### src/rtl/game_master_fsm_multi.sv
// Master game controller: one torpedo, N_TARGETS target sprites.
// Tracks alive targets, score, lives and the win/lose outcome.
module game_master_fsm_multi #(
   parameter int N_TARGETS   = 4,
   parameter int SCORE_WIDTH = 8,
   parameter int LIVES       = 3,
   parameter int LIVES_WIDTH = 2
) (
   input  logic                   clk,
   input  logic                   rst,
   input  logic                   launch_key,
   input  logic [N_TARGETS-1:0]   sprite_target_within_screen,
   input  logic                   sprite_torpedo_within_screen,
   input  logic [N_TARGETS-1:0]   collision,
   input  logic                   end_of_game_timer_running,
   output logic [N_TARGETS-1:0]   sprite_target_write_xy,
   output logic [N_TARGETS-1:0]   sprite_target_write_dxy,
   output logic [N_TARGETS-1:0]   sprite_target_enable_update,
   output logic                   sprite_torpedo_write_xy,
   output logic                   sprite_torpedo_write_dxy,
   output logic                   sprite_torpedo_enable_update,
   output logic                   end_of_game_timer_start,
   output logic                   game_won,
   output logic                   game_lost,
   output logic [SCORE_WIDTH-1:0] score,
   output logic [LIVES_WIDTH-1:0] lives_left
);

   typedef enum logic [2:0] {
      START,
      AIM,
      SHOOT,
      END_START,
      END_WAIT
   } state_t;

   state_t                 state, state_n;
   logic [N_TARGETS-1:0]   alive, alive_n;
   logic [SCORE_WIDTH-1:0] score_n;
   logic [LIVES_WIDTH-1:0] lives, lives_n;
   logic                   won, won_n;
   logic                   lost, lost_n;
   logic                   key_q;
   logic                   launch_edge;
   logic [N_TARGETS-1:0]   hits;
   logic [N_TARGETS-1:0]   respawn;
   logic [SCORE_WIDTH+4:0] score_sum;

   function automatic logic [4:0] popcount(input logic [N_TARGETS-1:0] v);
      logic [4:0] c;
      c = '0;
      for (int i = 0; i < N_TARGETS; i++) begin
         c = c + {4'd0, v[i]};
      end
      return c;
   endfunction

   assign launch_edge = launch_key & ~key_q;
   assign lives_left  = lives;

   always_ff @(posedge clk or posedge rst) begin
      if (rst) begin
         state <= START;
         alive <= '1;
         score <= '0;
         lives <= LIVES_WIDTH'(LIVES);
         won   <= 1'b0;
         lost  <= 1'b0;
         key_q <= 1'b0;
      end else begin
         state <= state_n;
         alive <= alive_n;
         score <= score_n;
         lives <= lives_n;
         won   <= won_n;
         lost  <= lost_n;
         key_q <= launch_key;
      end
   end

   always_comb begin
      state_n = state;
      alive_n = alive;
      score_n = score;
      lives_n = lives;
      won_n   = won;
      lost_n  = lost;
      sprite_target_write_xy       = '0;
      sprite_target_write_dxy      = '0;
      sprite_target_enable_update  = '0;
      sprite_torpedo_write_xy      = 1'b0;
      sprite_torpedo_write_dxy     = 1'b0;
      sprite_torpedo_enable_update = 1'b0;
      end_of_game_timer_start      = 1'b0;
      game_won  = 1'b0;
      game_lost = 1'b0;
      hits      = collision & alive;
      respawn   = alive & ~sprite_target_within_screen;
      score_sum = {5'd0, score} + {{SCORE_WIDTH{1'b0}}, popcount(hits)};

      unique case (state)
         START: begin
            sprite_target_write_xy   = '1;
            sprite_target_write_dxy  = '1;
            sprite_torpedo_write_xy  = 1'b1;
            sprite_torpedo_write_dxy = 1'b1;
            alive_n = '1;
            score_n = '0;
            lives_n = LIVES_WIDTH'(LIVES);
            won_n   = 1'b0;
            lost_n  = 1'b0;
            state_n = AIM;
         end
         AIM: begin
            sprite_target_enable_update = alive;
            sprite_target_write_xy      = respawn;
            sprite_target_write_dxy     = respawn;
            if (launch_edge) begin
               sprite_torpedo_write_dxy = 1'b1;
               state_n = SHOOT;
            end
         end
         SHOOT: begin
            sprite_target_enable_update  = alive;
            sprite_torpedo_enable_update = 1'b1;
            // a target hit while leaving the screen dies instead
            sprite_target_write_xy  = respawn & ~hits;
            sprite_target_write_dxy = respawn & ~hits;
            if (|hits) begin
               alive_n = alive & ~hits;
               if (score_sum > {5'd0, {SCORE_WIDTH{1'b1}}})
                  score_n = '1;
               else
                  score_n = score_sum[SCORE_WIDTH-1:0];
               if (alive_n == '0) begin
                  won_n   = 1'b1;
                  state_n = END_START;
               end else begin
                  sprite_torpedo_write_xy = 1'b1;
                  state_n = AIM;
               end
            end else if (!sprite_torpedo_within_screen) begin
               lives_n = lives - LIVES_WIDTH'(1);
               if (lives_n == '0) begin
                  lost_n  = 1'b1;
                  state_n = END_START;
               end else begin
                  sprite_torpedo_write_xy = 1'b1;
                  state_n = AIM;
               end
            end
         end
         END_START: begin
            end_of_game_timer_start = 1'b1;
            game_won  = won;
            game_lost = lost;
            state_n   = END_WAIT;
         end
         END_WAIT: begin
            game_won  = won;
            game_lost = lost;
            if (!end_of_game_timer_running)
               state_n = START;
         end
         default: state_n = START;
      endcase

      // reset lands in START, whose load strobes must stay quiet
      if (rst) begin
         sprite_target_write_xy       = '0;
         sprite_target_write_dxy      = '0;
         sprite_target_enable_update  = '0;
         sprite_torpedo_write_xy      = 1'b0;
         sprite_torpedo_write_dxy     = 1'b0;
         sprite_torpedo_enable_update = 1'b0;
         end_of_game_timer_start      = 1'b0;
         game_won  = 1'b0;
         game_lost = 1'b0;
      end
   end

endmodule

### config.mk
export PLATFORM = sky130hd
export DESIGN_NAME = game_master_fsm_multi
export DESIGN_NICKNAME = d
export VERILOG_FILES = /design/src/rtl/game_master_fsm_multi.sv
export SDC_FILE = /design/constraint.sdc
export NUM_CORES = 1
export LEC_CHECK = 0
export BUFFER_PORTS_ARGS = -buffer_cell sky130_fd_sc_hd__buf_2
export CAP_MARGIN = 20
export CORE_ASPECT_RATIO = 0.5
export CORE_MARGIN = 5
export CORE_UTILIZATION = 45
export CTS_CLUSTER_DIAMETER = 30
export CTS_CLUSTER_SIZE = 16
export DETAILED_ROUTE_END_ITERATION = 8
export PLACE_DENSITY = 0.7
export SYNTH_ARGS = -nofsm -noshare
export SYNTH_HDL_FRONTEND = slang
export SYNTH_SLANG_ARGS = --single-unit
### constraint.sdc
create_clock -name clk -period 3.1 [get_ports clk]
set_input_delay 0.31 -clock clk [delete_from_list [all_inputs] [get_ports clk]]
set_output_delay 0.31 -clock clk [all_outputs]
set_load 0.01 [all_outputs]
### Word-level counts from Yosys, hierarchy flattened

Index checks and enable logic that the tools add are counted.

| storage, ports and cells | value |
|---|---|
| register bits after elaboration | 20 |
| output and inout port bits | 28 |

| cells by class | value |
|---|---|
| add/subtract/negate cells | 5 |
| mux-type cells | 43 |
| order comparisons | 1 |
| reduce and logical (&&, ||, !) cells | 12 |
| equal/unequal tests | 12 |
| bitwise logic cells | 8 |

Operators by type and width:

| operator | number |
|---|---|
| 1-bit 2-to-1 mux | 20 |
| 4-bit bitwise AND | 4 |
| 4-bit 2-to-1 mux | 4 |
| 8-bit 2-to-1 mux | 2 |
| 8-bit one-hot mux with 2 select lines | 1 |
| 3-bit one-hot mux with 5 select lines | 1 |
| 2-bit inequality test, second input constant | 7 |
| 3-bit 2-to-1 mux | 4 |
| 4-bit one-hot mux with 3 select lines | 1 |
| 8-bit by 4-bit adder with 9-bit output | 1 |
| 9-bit by 8-bit greater-than comparator with 1-bit output, second input constant | 1 |
| 3-bit AND reduction | 3 |
| 2-bit 2-to-1 mux | 4 |
| 4-bit inverter | 2 |
| 1-bit one-hot mux with 2 select lines | 4 |
| 4-bit one-hot mux with 2 select lines | 1 |
| 3-bit by 2-bit == test with 1-bit output, second input constant | 2 |
| 3-bit by 1-bit adder with 4-bit output | 1 |
| 4-bit zero test | 1 |
| 2-bit one-hot mux with 2 select lines | 1 |
| 4-bit AND reduction | 1 |
| 2-bit OR reduction | 2 |
| 4-bit OR reduction | 1 |
| 2-bit by 1-bit adder with 3-bit output | 1 |
| 11 further kinds | 11 |

### Logic depth before layout (Yosys ltp)

Gate-level depths: netlist (run 1).

| logic depth | value |
|---|---|
| depth in word-level cells | 9 |
| gate-level depth with buffers | 8 |

### Least setup slack after synthesis (run 1)

No wires, ideal clock.

| timing | value |
|---|---|
| path kind | flip-flop to flip-flop |
| start | register alive[0] |
| end | register score[2] |
| arrival time | 2606 ps |
| data required time | 2965 ps |
| slack | 358 ps |
| buffers on the path | 0 |
| clock period less this slack | 2742 ps |
| cell stages (with the launch flop) | 9 |
| cells stage by stage | dfstp_2 > and2_1 > fa_1 > fa_1 > fa_1 > nand4_1 > nor2_1 > nor4b_1 > nor3_1 |

| between the ends | value |
|---|---|
| word-level cells in the longest chain between the ends | 9 |
| elaborated cells on any way between the ends | 12 |

Ends and longest elaborated chain:

| what | RTL line | text |
|---|---|---|
| from (decl) | 38 | `logic [N_TARGETS-1:0] alive, alive_n;` |
| from (signal assigned) | 72 | `alive <= alive_n;` |
| 4-bit bitwise AND * | 97 | `hits = collision & alive;` |
| 1-bit by 1-bit adder with 2-bit output | 53 | `c = c + {4'd0, v[i]};` |
| 2-bit by 1-bit adder with 3-bit output | 53 |  |
| 3-bit by 1-bit adder with 4-bit output | 53 |  |
| 8-bit by 4-bit adder with 9-bit output | 99 | `score_sum = {5'd0, score} + {{SCORE_WIDTH{1'b0}}, popcount(hits)};` |
| 9-bit by 8-bit greater-than comparator with 1-bit output | 131 | `if (score_sum > {5'd0, {SCORE_WIDTH{1'b1}}})` |
| 8-bit 2-to-1 mux | 131 |  |
| 8-bit 2-to-1 mux | 129 | `if (\|hits) begin` |
| 8-bit one-hot mux with 2 select lines | 101 | `unique case (state)` |
| to (signal assigned) | 73 | `score <= score_n;` |
| to (decl) | 25 | `output logic [SCORE_WIDTH-1:0] score,` |

Mark *: on every way between the ends. The rest lies on a longest branch, timed or not. The select of a mux whose other input is x is not followed.
A chain may end at the register's enable or synchronous reset.

### Worst setup path in the final report (run 1)

Same ends and word-level chain as after synthesis.

==> qor.yml, run 1 <==
logic_synthesis:
  synth.area.top_cells: "dfrtp_1 24%, dfstp_2 11%, nand2_1 4.4%"
  synth_warnings: 0
  netlist_area_sq_mm: 0.00146
  synthCells: 165
  syn_avg_cell_area_sq_um: 8.86
  synth_top_area_frac: 0.240
  synth.most_common_cell: "nand2_1"
  syn_nets: 183
  synth_top_area_cell: "dfrtp_1"
  synth-main-ff-cell: "dfrtp_1"
  synthTopCellsByCount: "17 x nand2_1, 14 x dfrtp_1, 12 x nor2_1"
  synth_seq_cells: 20
  ys_types: 46
  synth_edf_count: 0
  synth-async-reset-ratio: 1.00
  ys_seq_area_frac: 0.347
global_route:
  grt-ovfl-total: 0
  grt_usage: 0.160
  grt_max_degree: 22
  grt_pass1_vias: 1248
  antenna_found_initial: 0
  grt_pass1_wl_mm: 6.04
setup_path:
  path_max_fanout: 6
  r2r_end: "score[2]"
  cp.required_ns: 3.23
  critPathArrivalTime_ns: 3.04
  regToRegSetupSlack_ns: 0.19
  rr_worst_depth: 8
  crit_path_cell_trace: "and2_1 > fa_1 > fa_1 > fa_1 > nand4_1 > nor2_1 > nor4b_2 > nor3_1"
  crit_type: "flip-flop to flip-flop"
  critPathCapture: "score[2]"
  worstSetupEndpointType: "flip-flop"
  crit_family: "adder cells"
  cp-start-kind: "flip-flop"
  worstSetupStartpoint: "alive[0]"
  critPathMostFrequentCell: "fa_1"
  critPathBufInv: 0
  cp.depth: 8
  r2r-start: "alive[0]"
  slowest_delay_ns: 0.60
  cp_slowest_cell: "dfstp_2"
clocking:
  cts_made_buffers: 3
  cts.sinks: 20
  clk_latency_ns: 0.26
  clock_path_buffers: 2
  clk_pin_slew_worst_paths_ns: 0.07
  cts-root-buf: "clkbuf_8"
  tritoncts: "yes"
  cts_max_level: 1
sta:
  period_needed_ns: 2.91
  timing.fmax_ghz: 0.344
  setup_ws_ns: 0.192
  slew_viol_final: 0
  hold_viol: 0
  setup_viol: 0
  skew_ns: 0.00550
  relSlewSlack: 0.544
  worst_slew_pin_slew_ns: 0.681
  period_share: 0.938
  hold_ws_ns: 0.148
power_and_ir_drop:
  p_leak_nw: 0.830
  power_density_mw_per_mm2: 790
  peakVddDrop_uv: 341
detailed_routing:
  first_iter_violations: 83
  dr_total_vias: 1344
  drc_errors: 0
  viasPerCell: 5.60
  dr.pass1.iters: 5
  ant_nets: 0
  wl_per_cell_um: 14.4
  postRouteWirelength_mm: 3.47
final_layout:
  num_antenna_cells: 0
  final_nets: 219
  drive_gt1_frac: 0.310
  syn2layout_area_growth_pct: 16.3
placement:
  place_ws_ns: 0.143
  portBuffers: 40
  dp_hpwl_mm: 2.64
  gp_congestion: 0.815
floorplanning:
  rows: 14
  die_width_um: 90.6
  dieArea_sq_mm: 0.00456
  initial_core_util: 0.477
  die_y_um: 50.3
  num_io_pins: 41
  coreArea_sq_mm: 0.00307
worst_hold_path:
  min_path_type: "primary input to asynchronous set/reset pin"
job:
  maxCapViolCount: 0
status:
  status: "complete, no violations"
==> stage by stage <==
step	utilization	instance area [sq um]	instances	TNS [ns]	total power [mW]
3_3_place_gp	0.536	1640	235	0	1.16
6_report	0.555	1700	240	0	1.34
4_1_cts	0.550	1690	239	0	1.35
3_5_place_dp	0.536	1640	235	0	1.17
2_1_floorplan	-	1460	165	0	0.990
5_1_grt	0.555	1700	240	-0.0201	1.46
==> cells by family (layout without fill, tap and decap cells) <==
group                    count (synthesis)  after routing  synth area share
XOR/XNOR                                 1              1           0.00599
flip-flops                              20             20             0.347
adder cells (fa/ha/maj)                  5              5            0.0582
AO/OA/AOI/OAI                           48             48             0.255
AND/OR/NAND/NOR                         72             72             0.257
buffers and inverters                   19             54            0.0770
==> sequential cells by signal, indices dropped and copies added (netlist names) <==
name	cells
won	1
state	3
lives_left	2
alive	4
score	8
lost	1
key_q	1
==> how the worst min path moves through the flow <==
stage | start | to | depth (start not counted)
final | rst | score[6] | 3
after global routing | launch_key | key_q | 1
after CTS | rst | score[4] | 3
after detailed placement | rst | key_q | 3
after global placement | launch_key | key_q | 1
after floorplan | launch_key | key_q | 0
==> what timing repair did <==
| item | in CTS | in global routing |
|---|---|---|
| hold buffers | 0 | 0 |
| setup endpoints to repair | 0 | 1 |
| buffers inserted | 0 | 1 |
| gates resized for setup | 0 | 1 |
==> where the power goes <==
part	leakage [nW]	switching [mW]	internal, mW
clock	0.0228	0.0852	0.0916
combinational	0.557	0.362	0.300
sequential	0.251	0.150	0.355
==> placed cells by master (no fill, tap or decap), types with 2 or more instances in the layout <==
cell type	instances
a31o_2	2
nand2_1	17
a31oi_1	6
ha_1	2
buf_2	40
o21ai_1	2
nand3b_1	2
dfstp_2	6
a2bb2oi_1	2
a21oi_1	11
o21ai_0	4
clkbuf_8	3
nand3_1	4
a22oi_4	2
dfrtp_1	14
nor2_1	12
nor3b_1	2
fa_1	3
buf_4	3
nor2b_1	5
and2_1	8
inv_1	7
o21a_1	3
nand2b_1	6
a21o_1	6
nor3_1	8
nand4_1	3
==> metal layers <==
| metal | wire length, um | vias to the layer above | global-route usage |
|---|---|---|---|
| met5 | 0 | - | 0 |
| met4 | 29 | 0 | 0.0446 |
| met3 | 272 | 4 | 0.0433 |
| met2 | 1450 | 46 | 0.230 |
| met1 | 1720 | 629 | 0.235 |
| li1 | - | 665 | - |
==> cell type report <==
| type | instances | area (sq um) |
|---|---|---|
| fillers | 281 | 1370 |
| multi-input cells | 126 | 848 |
| flip-flops and latches | 20 | 508 |
| repair buffers | 43 | 223 |
| well taps | 40 | 50.0 |
| clock buffers | 4 | 45.0 |
| inverters | 7 | 26.3 |
==> worst reg2reg max path, stage by stage, from the launching register on <==
cell and delay, ns:
dfstp_2 0.60, and2_1 0.18, fa_1 0.45, fa_1 0.48, fa_1 0.44, nand4_1 0.19
nor2_1 0.12, nor4b_2 0.24, nor3_1 0.08
(Power assumes the default switching activity.)
==> run 2: changes to the inputs <==
MAX_ROUTING_LAYER = met4   (was default)
SLEW_MARGIN = 20   (was default)
clock period = 3.4 ns   (was 3.1 ns; I/O delays follow)
==> qor.yml, run 2 (synthesis results as in run 1) <==
setup_path:
  crit_type: "flip-flop to flip-flop"  # unchanged
  path_max_fanout: 6  # unchanged
  cp-start-kind: "flip-flop"  # unchanged
  cp.required_ns: 3.53  # was 3.23 ns
  critPathArrivalTime_ns: 3.10  # was 3.04 ns
  worstSetupEndpointType: "flip-flop"  # unchanged
floorplanning:
  die_y_um: 50.3  # unchanged
  rows: 14  # unchanged
  coreArea_sq_mm: 0.00307  # unchanged
  initial_core_util: 0.477  # unchanged
  num_io_pins: 41  # unchanged
  dieArea_sq_mm: 0.00456  # unchanged
  die_width_um: 90.6  # unchanged
placement:
  gp_congestion: 0.854  # was 0.815
  portBuffers: 40  # unchanged
  dp_hpwl_mm: 2.70  # was 2.64 mm
detailed_routing:
  drc_errors: 0  # unchanged
  first_iter_violations: 80  # was 83
  ant_nets: 0  # unchanged
  dr.pass1.iters: 4  # was 5
  viasPerCell: 5.53  # was 5.60
  postRouteWirelength_mm: 3.56  # was 3.47 mm
  wl_per_cell_um: 14.9  # was 14.4 um
  dr_total_vias: 1321  # was 1344
final_layout:
  final_nets: 218  # was 219
  syn2layout_area_growth_pct: 15.3  # was 16.3%
  largest_reg_flops: 8  # unchanged
  layout_common_cells: "40 x buf_2, 17 x nand2_1, 14 x dfrtp_1"  # unchanged
  final_common_cell: "buf_2"  # unchanged
  fillers: 281  # unchanged
  num_antenna_cells: 0  # unchanged
  drive_gt1_frac: 0.302  # was 0.310
  top_regs: "score x8, alive x4, state x3"  # unchanged
  largest_register: "score"  # unchanged
sta:
  period_needed_ns: 2.97  # was 2.91 ns
  relSlewSlack: 0.582  # was 0.544
  hold_viol: 0  # unchanged
  worst_slew_pin_slew_ns: 0.626  # was 0.681 ns
  slew_viol_final: 0  # unchanged
  period_share: 0.873  # was 0.938
  fin_setup_tns_ns: 0  # unchanged
  hold_ws_ns: 0.193  # was 0.148 ns
  rsz0062_at_grt: "false"
  skew_ns: 0.00163  # was 0.00550 ns
  timing.fmax_ghz: 0.337  # was 0.344 GHz
  setup_viol: 0  # unchanged
clocking:
  cts_made_buffers: 3  # unchanged
  clock_path_buffers: 2  # unchanged
  cts_resized: 0  # unchanged
  cts-root-buf: "clkbuf_8"  # unchanged
  post_cts_buffers: 0  # unchanged
  clk_pin_slew_worst_paths_ns: 0.07  # about the same
  cts.sinks: 20  # unchanged
  tritoncts: "yes"  # unchanged
  cts.hold.buffers_added: 0  # unchanged
  clk_latency_ns: 0.26  # about the same
  cts_max_level: 1  # unchanged
global_route:
  grt_usage: 0.167  # was 0.160
  grt_pass1_wl_mm: 6.06  # was 6.04 mm
  grt-ovfl-total: 0  # unchanged
  grt_max_degree: 21  # was 22
  antenna_found_initial: 0  # unchanged
  grt_pass1_vias: 1240  # was 1248
power_and_ir_drop:
  p_leak_nw: 0.824  # was 0.830 nW
  peakVddDrop_uv: 328  # was 341 uV
  power_density_mw_per_mm2: 727  # was 790 mW/mm^2
worst_hold_path:
  min_path_type: "primary input to flip-flop"  # was primary input to asynchronous set/reset pin
job:
  maxCapViolCount: 0  # unchanged
status:
  status: "complete, no violations"  # unchanged
[run 2: per-layer routing]
metal  part of all wire  vias up  track usage
li1                   -      656            -
met2               0.42       47        0.239
met3              0.067        6       0.0448
met1               0.50      612        0.232
met5                  0        -            -
met4              0.011        0       0.0495
[run 2: path summary, 6_finish.rpt]
check,cells past startpoint,from,slack [ns],to
max in group asynchronous,3,rst,2.92,lives_left[1]
max reg2reg,8,alive[0],0.43,score[2]
min,1,launch_key,0.19,key_q
max,8,alive[0],0.43,score[2]
min in group asynchronous,3,rst,0.22,state[1]
min reg2reg,2,won,0.51,won
[run 2: area by class of cell]
| cell class | count | area [sq um] | share of cell area |
|---|---|---|---|
| well taps | 40 | 50.0 | 0.0297 |
| flip-flops and latches | 20 | 508 | 0.301 |
| multi-input cells | 126 | 842 | 0.499 |
| inverters | 7 | 26.3 | 0.0156 |
| clock buffers | 4 | 45.0 | 0.0267 |
| repair buffers | 42 | 215 | 0.128 |
[run 2: where the power goes]
| part | internal [mW] | switching (mW) | leakage [nW] | total (mW) |
|---|---|---|---|---|
| Sequential | 0.323 | 0.138 | 0.251 | 0.461 |
| Combinational | 0.273 | 0.330 | 0.551 | 0.602 |
| Clock | 0.0835 | 0.0794 | 0.0228 | 0.163 |
| Total | 0.680 | 0.547 | 0.824 | 1.23 |
[run 2: through the flow]
stage          utilization  power, mW  area [sq um]  setup WS, ns  instances
2_1_floorplan            -      0.903          1460         0.658        165
3_3_place_gp         0.536       1.06          1640         0.542        235
3_5_place_dp         0.536       1.07          1640         0.462        235
4_1_cts              0.550       1.23          1690         0.436        239
5_1_grt              0.550       1.33          1690         0.231        239
6_report             0.550       1.23          1690         0.431        239
[run 2: worst max-delay path, cell delays in order (launching register included)]
cell	delay [ns]
dfstp_2	0.60
and2_1	0.17
fa_1	0.45
fa_1	0.49
fa_1	0.45
nand4_1	0.20
nor2_1	0.11
nor4b_1	0.27
nor3_1	0.09
